[src/rtl/z16_pkg.sv]
// Shared Z16 definitions: datapath widths, reset PC, fetch FSM states and
// the prefetch FIFO entry layout.
package z16_pkg;

    localparam int          Z16_XLEN        = 16;
    localparam int          Z16_INSTR_BYTES = 2;
    localparam logic [15:0] Z16_RESET_PC    = 16'h0000;

    typedef enum logic [1:0] {
        ST_FETCH = 2'd0,
        ST_FULL  = 2'd1,
        ST_FAULT = 2'd2
    } fetch_state_t;

    // One prefetched instruction together with the byte address it came from.
    typedef struct packed {
        logic [Z16_XLEN-1:0] pc;
        logic [Z16_XLEN-1:0] instr;
    } fetch_entry_t;

endpackage

[src/rtl/z16_fetch_fifo.sv]
// Synchronous prefetch FIFO for the Z16 fetch unit. Holds {pc, instr}
// entries. Flush (or reset) empties it and beats a simultaneous push.
// The head entry is presented combinationally from storage.
module z16_fetch_fifo
    import z16_pkg::*;
#(
    parameter int DEPTH = 4,
    parameter int CW    = $clog2(DEPTH + 1)
) (
    input  logic          i_clk,
    input  logic          i_rst_n,
    input  logic          i_push,
    input  fetch_entry_t  i_data,
    input  logic          i_pop,
    input  logic          i_flush,
    output fetch_entry_t  o_head,
    output logic [CW-1:0] o_count
);

    localparam int AW = (DEPTH > 1) ? $clog2(DEPTH) : 1;
    localparam logic [CW-1:0] FULL_CNT = CW'(DEPTH);

    fetch_entry_t  mem [DEPTH];
    logic [AW-1:0] wr_ptr;
    logic [AW-1:0] rd_ptr;
    logic [CW-1:0] count;
    logic          do_push;
    logic          do_pop;

    // Overflow and underflow requests are dropped rather than corrupting state.
    assign do_push = i_push && (count != FULL_CNT) && !i_flush;
    assign do_pop  = i_pop  && (count != '0);

    // Entry storage; no reset needed since count gates visibility.
    always_ff @(posedge i_clk) begin
        if (do_push) begin
            mem[wr_ptr] <= i_data;
        end
    end

    // Pointer and occupancy bookkeeping; pointers wrap since DEPTH is 2^n.
    always_ff @(posedge i_clk) begin
        if (!i_rst_n || i_flush) begin
            wr_ptr <= '0;
            rd_ptr <= '0;
            count  <= '0;
        end else begin
            if (do_push) wr_ptr <= wr_ptr + AW'(1);
            if (do_pop)  rd_ptr <= rd_ptr + AW'(1);
            case ({do_push, do_pop})
                2'b10:   count <= count + CW'(1);
                2'b01:   count <= count - CW'(1);
                default: count <= count;
            endcase
        end
    end

    assign o_head  = mem[rd_ptr];
    assign o_count = count;

endmodule

[src/rtl/z16_fetch_unit.sv]
// Z16 instruction fetch front-end: owns the fetch PC, issues single-cycle
// req/ack reads to instruction memory, buffers words in a prefetch FIFO and
// hands {instr, pc} to the decoder over valid/ready. A redirect flushes the
// FIFO and restarts fetch at the new PC.
// Optional feature macro: Z16_FETCH_ALIGN_CHECK_EN -- when defined, a redirect
// to an odd address locks the unit in FAULT with o_fault set until reset;
// otherwise bit 0 of the redirect PC is silently cleared.
module z16_fetch_unit
    import z16_pkg::*;
#(
    parameter int          DEPTH    = 4,
    parameter logic [15:0] RESET_PC = Z16_RESET_PC
) (
    input  logic        i_clk,
    input  logic        i_rst_n,
    input  logic        i_redirect,
    input  logic [15:0] i_redirect_pc,
    output logic        o_imem_req,
    output logic [15:0] o_imem_addr,
    input  logic        i_imem_ack,
    input  logic [15:0] i_imem_data,
    output logic        o_instr_valid,
    output logic [15:0] o_instr,
    output logic [15:0] o_instr_pc,
    input  logic        i_instr_ready,
    output logic        o_fault
);

    localparam int CW = $clog2(DEPTH + 1);
    localparam logic [CW-1:0] FULL_CNT = CW'(DEPTH);

    fetch_state_t  state;
    logic          fault_q;
    logic [15:0]   fetch_pc;
    logic [CW-1:0] count;
    logic [CW-1:0] count_next;
    logic          in_fault;
    logic          push;
    logic          pop;
    logic          bad_align;
    fetch_entry_t  head;
    fetch_entry_t  new_entry;

`ifdef Z16_FETCH_ALIGN_CHECK_EN
    assign bad_align = i_redirect && i_redirect_pc[0];
`else
    assign bad_align = 1'b0;
`endif

    assign in_fault = (state == ST_FAULT);

    // Reset low forces both handshakes idle regardless of stored state.
    assign o_imem_req    = i_rst_n && (count < FULL_CNT) && !i_redirect && !in_fault;
    assign o_imem_addr   = fetch_pc;
    assign o_instr_valid = i_rst_n && (count != '0) && !in_fault;

    assign push = o_imem_req && i_imem_ack;
    assign pop  = o_instr_valid && i_instr_ready;

    assign new_entry = '{pc: fetch_pc, instr: i_imem_data};

    // Occupancy after this edge, ignoring flush; used for FETCH/FULL tracking.
    always_comb begin
        count_next = count;
        if (push && !pop)      count_next = count + CW'(1);
        else if (pop && !push) count_next = count - CW'(1);
    end

    z16_fetch_fifo #(
        .DEPTH (DEPTH),
        .CW    (CW)
    ) u_fifo (
        .i_clk   (i_clk),
        .i_rst_n (i_rst_n),
        .i_push  (push),
        .i_data  (new_entry),
        .i_pop   (pop),
        .i_flush (i_redirect),
        .o_head  (head),
        .o_count (count)
    );

    assign o_instr    = head.instr;
    assign o_instr_pc = head.pc;

    // Fetch PC: redirect wins, otherwise advance one instruction per transfer.
    always_ff @(posedge i_clk) begin
        if (!i_rst_n) begin
            fetch_pc <= RESET_PC;
        end else if (i_redirect) begin
            fetch_pc <= i_redirect_pc & ~16'h0001;
        end else if (push) begin
            fetch_pc <= fetch_pc + 16'(Z16_INSTR_BYTES);
        end
    end

    // Fetch FSM with registered fault flag; FAULT is left only by reset.
    always_ff @(posedge i_clk) begin
        if (!i_rst_n) begin
            state   <= ST_FETCH;
            fault_q <= 1'b0;
        end else if (state != ST_FAULT) begin
            if (i_redirect) begin
                if (bad_align) begin
                    state   <= ST_FAULT;
                    fault_q <= 1'b1;
                end else begin
                    state <= ST_FETCH;
                end
            end else begin
                case (state)
                    ST_FETCH: if (count_next == FULL_CNT) state <= ST_FULL;
                    ST_FULL:  if (count_next <  FULL_CNT) state <= ST_FETCH;
                    default:  state <= ST_FETCH;
                endcase
            end
        end
    end

    assign o_fault = fault_q;

endmodule

[config.mk]
export PLATFORM = sky130hd
export DESIGN_NAME = z16_fetch_unit
export DESIGN_NICKNAME = d
export VERILOG_FILES = /design/src/rtl/z16_pkg.sv /design/src/rtl/z16_fetch_fifo.sv /design/src/rtl/z16_fetch_unit.sv
export SDC_FILE = /design/constraint.sdc
export NUM_CORES = 1
export LEC_CHECK = 0
export BUFFER_PORTS_ARGS = -buffer_cell sky130_fd_sc_hd__buf_2
export CAP_MARGIN = 30
export CORE_MARGIN = 4
export CORE_UTILIZATION = 56
export DETAILED_ROUTE_END_ITERATION = 10
export PLACE_DENSITY_LB_ADDON = 0.3
export SYNTH_ARGS = -nofsm -noshare
export SYNTH_HDL_FRONTEND = slang
export SYNTH_SLANG_ARGS = --single-unit
[constraint.sdc]
create_clock -name i_clk -period 2.7 [get_ports i_clk]
set_clock_uncertainty 0.05 [all_clocks]
set_input_delay 0.27 -clock i_clk [delete_from_list [all_inputs] [get_ports i_clk]]
set_output_delay 0.27 -clock i_clk [all_outputs]
set_load 0.01 [all_outputs]
==> results summary <==
The run finished with clean final reports. The post-synthesis cell count is 320. The fraction of layout cells with a size suffix above 1 is 36.8%. Of the total power, the clock network draws 43.8%. The placed instances occupy a cell area of about 6500 um2. STA classifies the critical path startpoint as a flip-flop. The cell row count came out at 37.

The number of synthesized flops with an enable pin is 124. The tightest min-delay check is of the in2reg type. The total instance count after detailed placement is 532. The count of TritonRoute iterations in the first routing pass came out at 5.

The count of fill cells added during filler insertion came out at roughly 700. The CTS buffer count came out at 17. For this run, the leading register cell type out of synthesis is edfxtp_1.

Net switching is 20.2% of the power. The count of inserted antenna diode cells came out at 0. The total DRC errors in the routed layout came out at 0. The number of antenna violations at the first check in global routing came out at 0. The final antenna-violating net count came out at 0. The maximum vdd ir drop is 0.000399 V. The I/O pin count is 88. The clock tree synthesis step divided the H-tree into 4 levels. The worst setup path is captured at a flip-flop. The share of total power in sequential cells came out at around half. The routability congestion estimate is 0.769. For this run, the number of standard cells in the final layout without fillers is 587. The areal power density over the cells came out at 680 nW/um2.

Using the TritonRoute via totals, the vias-per-cell ratio works out to 5.41. In the final design database the tool counted 482 nets. The number of resized instances in the post-cts repair step is 0. The worst-case hold path end point is o_imem_addr[2]$_SDFFE_PN0P_. The area of the core region came out at just over 10,000 um2. The internal power of the cells came out at 3940 uW. The cell sitting at the root of the clock tree is a clkbuf_8. Summing all flip-flop and latch instances after layout gives approximately 4200 um2.

For the worst flop-to-flop path, the logic depth is 8. In this run, the number of DRC markers left after iteration 0 of detailed routing was 180. The overall via count from detail_route came out at 3,173. The setup TNS came out at 0 ns.

The clock transition at the registers of the reported paths came out at 0.06 ns. The worst register-to-register path ends at u_fifo.o_count[2]$_SDFFE_PP0P_. For this run, the total global-route usage over all layers was measured as 20.3%.

The launching point of the worst reg2reg path is u_fifo.o_count[2]$_SDFFE_PP0P_. For this run the aggregate overflow at the end of global routing stands at 0. The startpoint identified for the worst hold timing path is i_redirect_pc[2]. The switching power of the nets is 998 uW. The combined area of all synthesized cells is 5860 um2. Along the worst path, the maximum fanout reaches 10.

The number of sinks driven by the clock tree is 148. The part of the cycle the worst path needs is around four fifths. Buffers placed on the I/O ports in this run total between 80 and 90. The worst setup timing slack at the placement stage is 0.426 ns. STA puts the critical path data required time at 3.09 ns. After synthesis the netlist holds a flip-flop and latch count of 148.

Combinational logic burns under 10% of the power. The fraction of synthesis flops using an asynchronous set or reset pin is 0%. Measured along the y axis, the die boundary spans 110 um. The number of slew-limit violations in the final report came out at 0.

The footprint of the multi-input gates came out at roughly 1600 um2. The number of global-route vias before repair is around 3,300. Data arrives at the worst endpoint at about 2.6 ns.

The type of the worst setup path is reg2reg. Setup repair after global routing left no endpoint under its margin. The slack of the worst reg-to-reg path is 0.50 ns. The first global-routing pass estimated 17,900 um of wire. The number of warning messages in the yosys log is 0. After synthesis, flip-flops and latches occupy 71.7% of the total area. Entering global routing, the biggest net connects 32 pins. The count of distinct cell types in the synthesized netlist is 40. The number of cells on the worst hold path came out at 4. The max-cap check violation count came out at 0. From left edge to right edge, the die measures 110 um. The detail-routed net length per standard cell is 19.0 um. The total leakage power is 0.00260 uW.

Each instance of the synthesized netlist takes up on average 18.3 um2. The clock tree from TritonCTS is done. The final number of setup-violating endpoints is 0. The post-detailed-placement half-perimeter wirelength is 6840 um. The die covers 12,200 um2.

The initial standard-cell utilization of the core is a little under three fifths. The number of hold-slack violations in the final timing report is 0. The finished cells cover about 7300 um2.

The final setup slack of the worst path came out at 0.501 ns. The worst-skew pair later-pin latency came out at 0.51 ns. For this block, the routed nets add up to 11,100 um of wire. The area overhead of the layout relative to synthesis is 23.9%. The post-layout minimum cycle time is 2.20 ns. The buffer levels on the longest clock path is 2.

The peak clock frequency supported by timing came out at 455 MHz.
## flip-flops by register name (all words and copies together), names as in the netlist, named ones only
| name | count |
|---|---|
| o_imem_addr | 15 |
| u_fifo.mem | 124 |
| u_fifo.o_count | 3 |
| u_fifo.rd_ptr | 2 |
| u_fifo.wr_ptr | 2 |
## power groups by stage
stage	logic [uW]	clock network, uW	registers [uW]
after floorplan	96.0	0	2600
after global placement	183	0	2600
after detailed placement	189	0	2610
after CTS	216	2200	2560
after global routing	237	2320	2570
final	214	2160	2560
## timing repair
| action | in CTS | in global routing |
|---|---|---|
| hold buffers | 23 | 0 |
| endpoints found under the hold margin | 71 | 0 |
| endpoints found under the setup margin | 0 | 0 |
| setup buffers | 0 | 0 |
## worst max path at each step
stage	start	endpoint	depth (start not counted)
2_1_floorplan	i_redirect	u_fifo.mem[0][0]$_DFFE_PP_	3
3_3_place_gp	i_redirect	u_fifo.o_count[2]$_SDFFE_PP0P_	9
3_5_place_dp	i_redirect	u_fifo.o_count[2]$_SDFFE_PP0P_	9
4_1_cts	flip-flop	o_instr_pc[6]	3
5_1_grt	u_fifo.o_count[2]$_SDFFE_PP0P_	u_fifo.o_count[2]$_SDFFE_PP0P_	8
6_report	u_fifo.o_count[2]$_SDFFE_PP0P_	u_fifo.o_count[2]$_SDFFE_PP0P_	8
## through the flow
stage	power (uW)	hold WS [ns]	utilization (%)
after floorplan	2700	0.319	-
after global placement	2790	0.431	63.1
after detailed placement	2800	0.441	63.1
after CTS	4980	0.000108	70.7
after global routing	5120	0.0286	70.7
final	4940	0.0247	70.7
## synthesized netlist by cell type (2+ instances only)
library cell / instances / area, um2
clkbuf_1: 4 / 15.0
o21ai_0: 14 / 70.1
ha_1: 6 / 75.1
xor2_1: 8 / 70.1
xnor2_1: 10 / 87.6
nor3_1: 5 / 25.0
a22o_1: 2 / 17.5
nand4_1: 3 / 18.8
inv_1: 9 / 33.8
buf_2: 7 / 35.0
nand2_1: 17 / 63.8
mux4_2: 31 / 698
dfxtp_1: 24 / 480
nor4_2: 2 / 25.0
and2_1: 7 / 43.8
nand4_4: 2 / 42.5
edfxtp_1: 124 / 3720
nor2_1: 8 / 30.0
buf_4: 4 / 30.0
nand3_1: 3 / 15.0
a21oi_1: 10 / 50.1
nand2b_1: 2 / 12.5
## placed cells by master, fill, tap and decap left out, types with 4 or more instances in the layout
cell and instances:
inv_1 9, clkbuf_16 17, nand2_1 17, nor3_1 5, o21ai_0 14, and2_2 4, nor2_1 8, clkinv_2 5
xnor2_1 10, buf_12 4, dfxtp_1 23, dlygate4sd3_1 23, ha_1 6, a21oi_1 10, buf_2 83, edfxtp_1 124
mux4_2 31, xor2_1 8
## worst max-delay path: stages (launching register included)
cell	delay, ns
dfxtp_1	0.50
and4bb_4	0.28
inv_1	0.08
ha_1	0.18
inv_1	0.06
fa_1	0.38
xor2_1	0.16
or3_1	0.30
a21oi_1	0.14
## cell type report
class | count | share of cell area (%)
multi-input cells | 149 | 21.4
clock buffers | 23 | 6.58
well taps | 136 | 2.34
repair buffers | 113 | 10.3
flip-flops and latches | 148 | 57.9
inverters | 9 | 0.465
clock inverters | 9 | 1.05
## routing by layer
| metal | global-route usage (%) | share of wire (%) |
|---|---|---|
| met1 | 26.6 | 42 |
| met2 | 32.4 | 50 |
| met3 | 6.12 | 6.5 |
| met4 | 7.39 | 1.4 |
| met5 | 0 | 0 |
## logic make-up after synthesis
kind of cell    Yosys count  synth area share, %
flops                   148                 71.7
simple gates             57                 6.42
mux                      33                 12.3
compound gates           31                 3.16
buf+inv                  25                 2.01
xor+xnor                 18                 2.69
fa+ha+maj                 7                 1.62
other cells               1               0.0640
(Power assumes the default switching activity.)
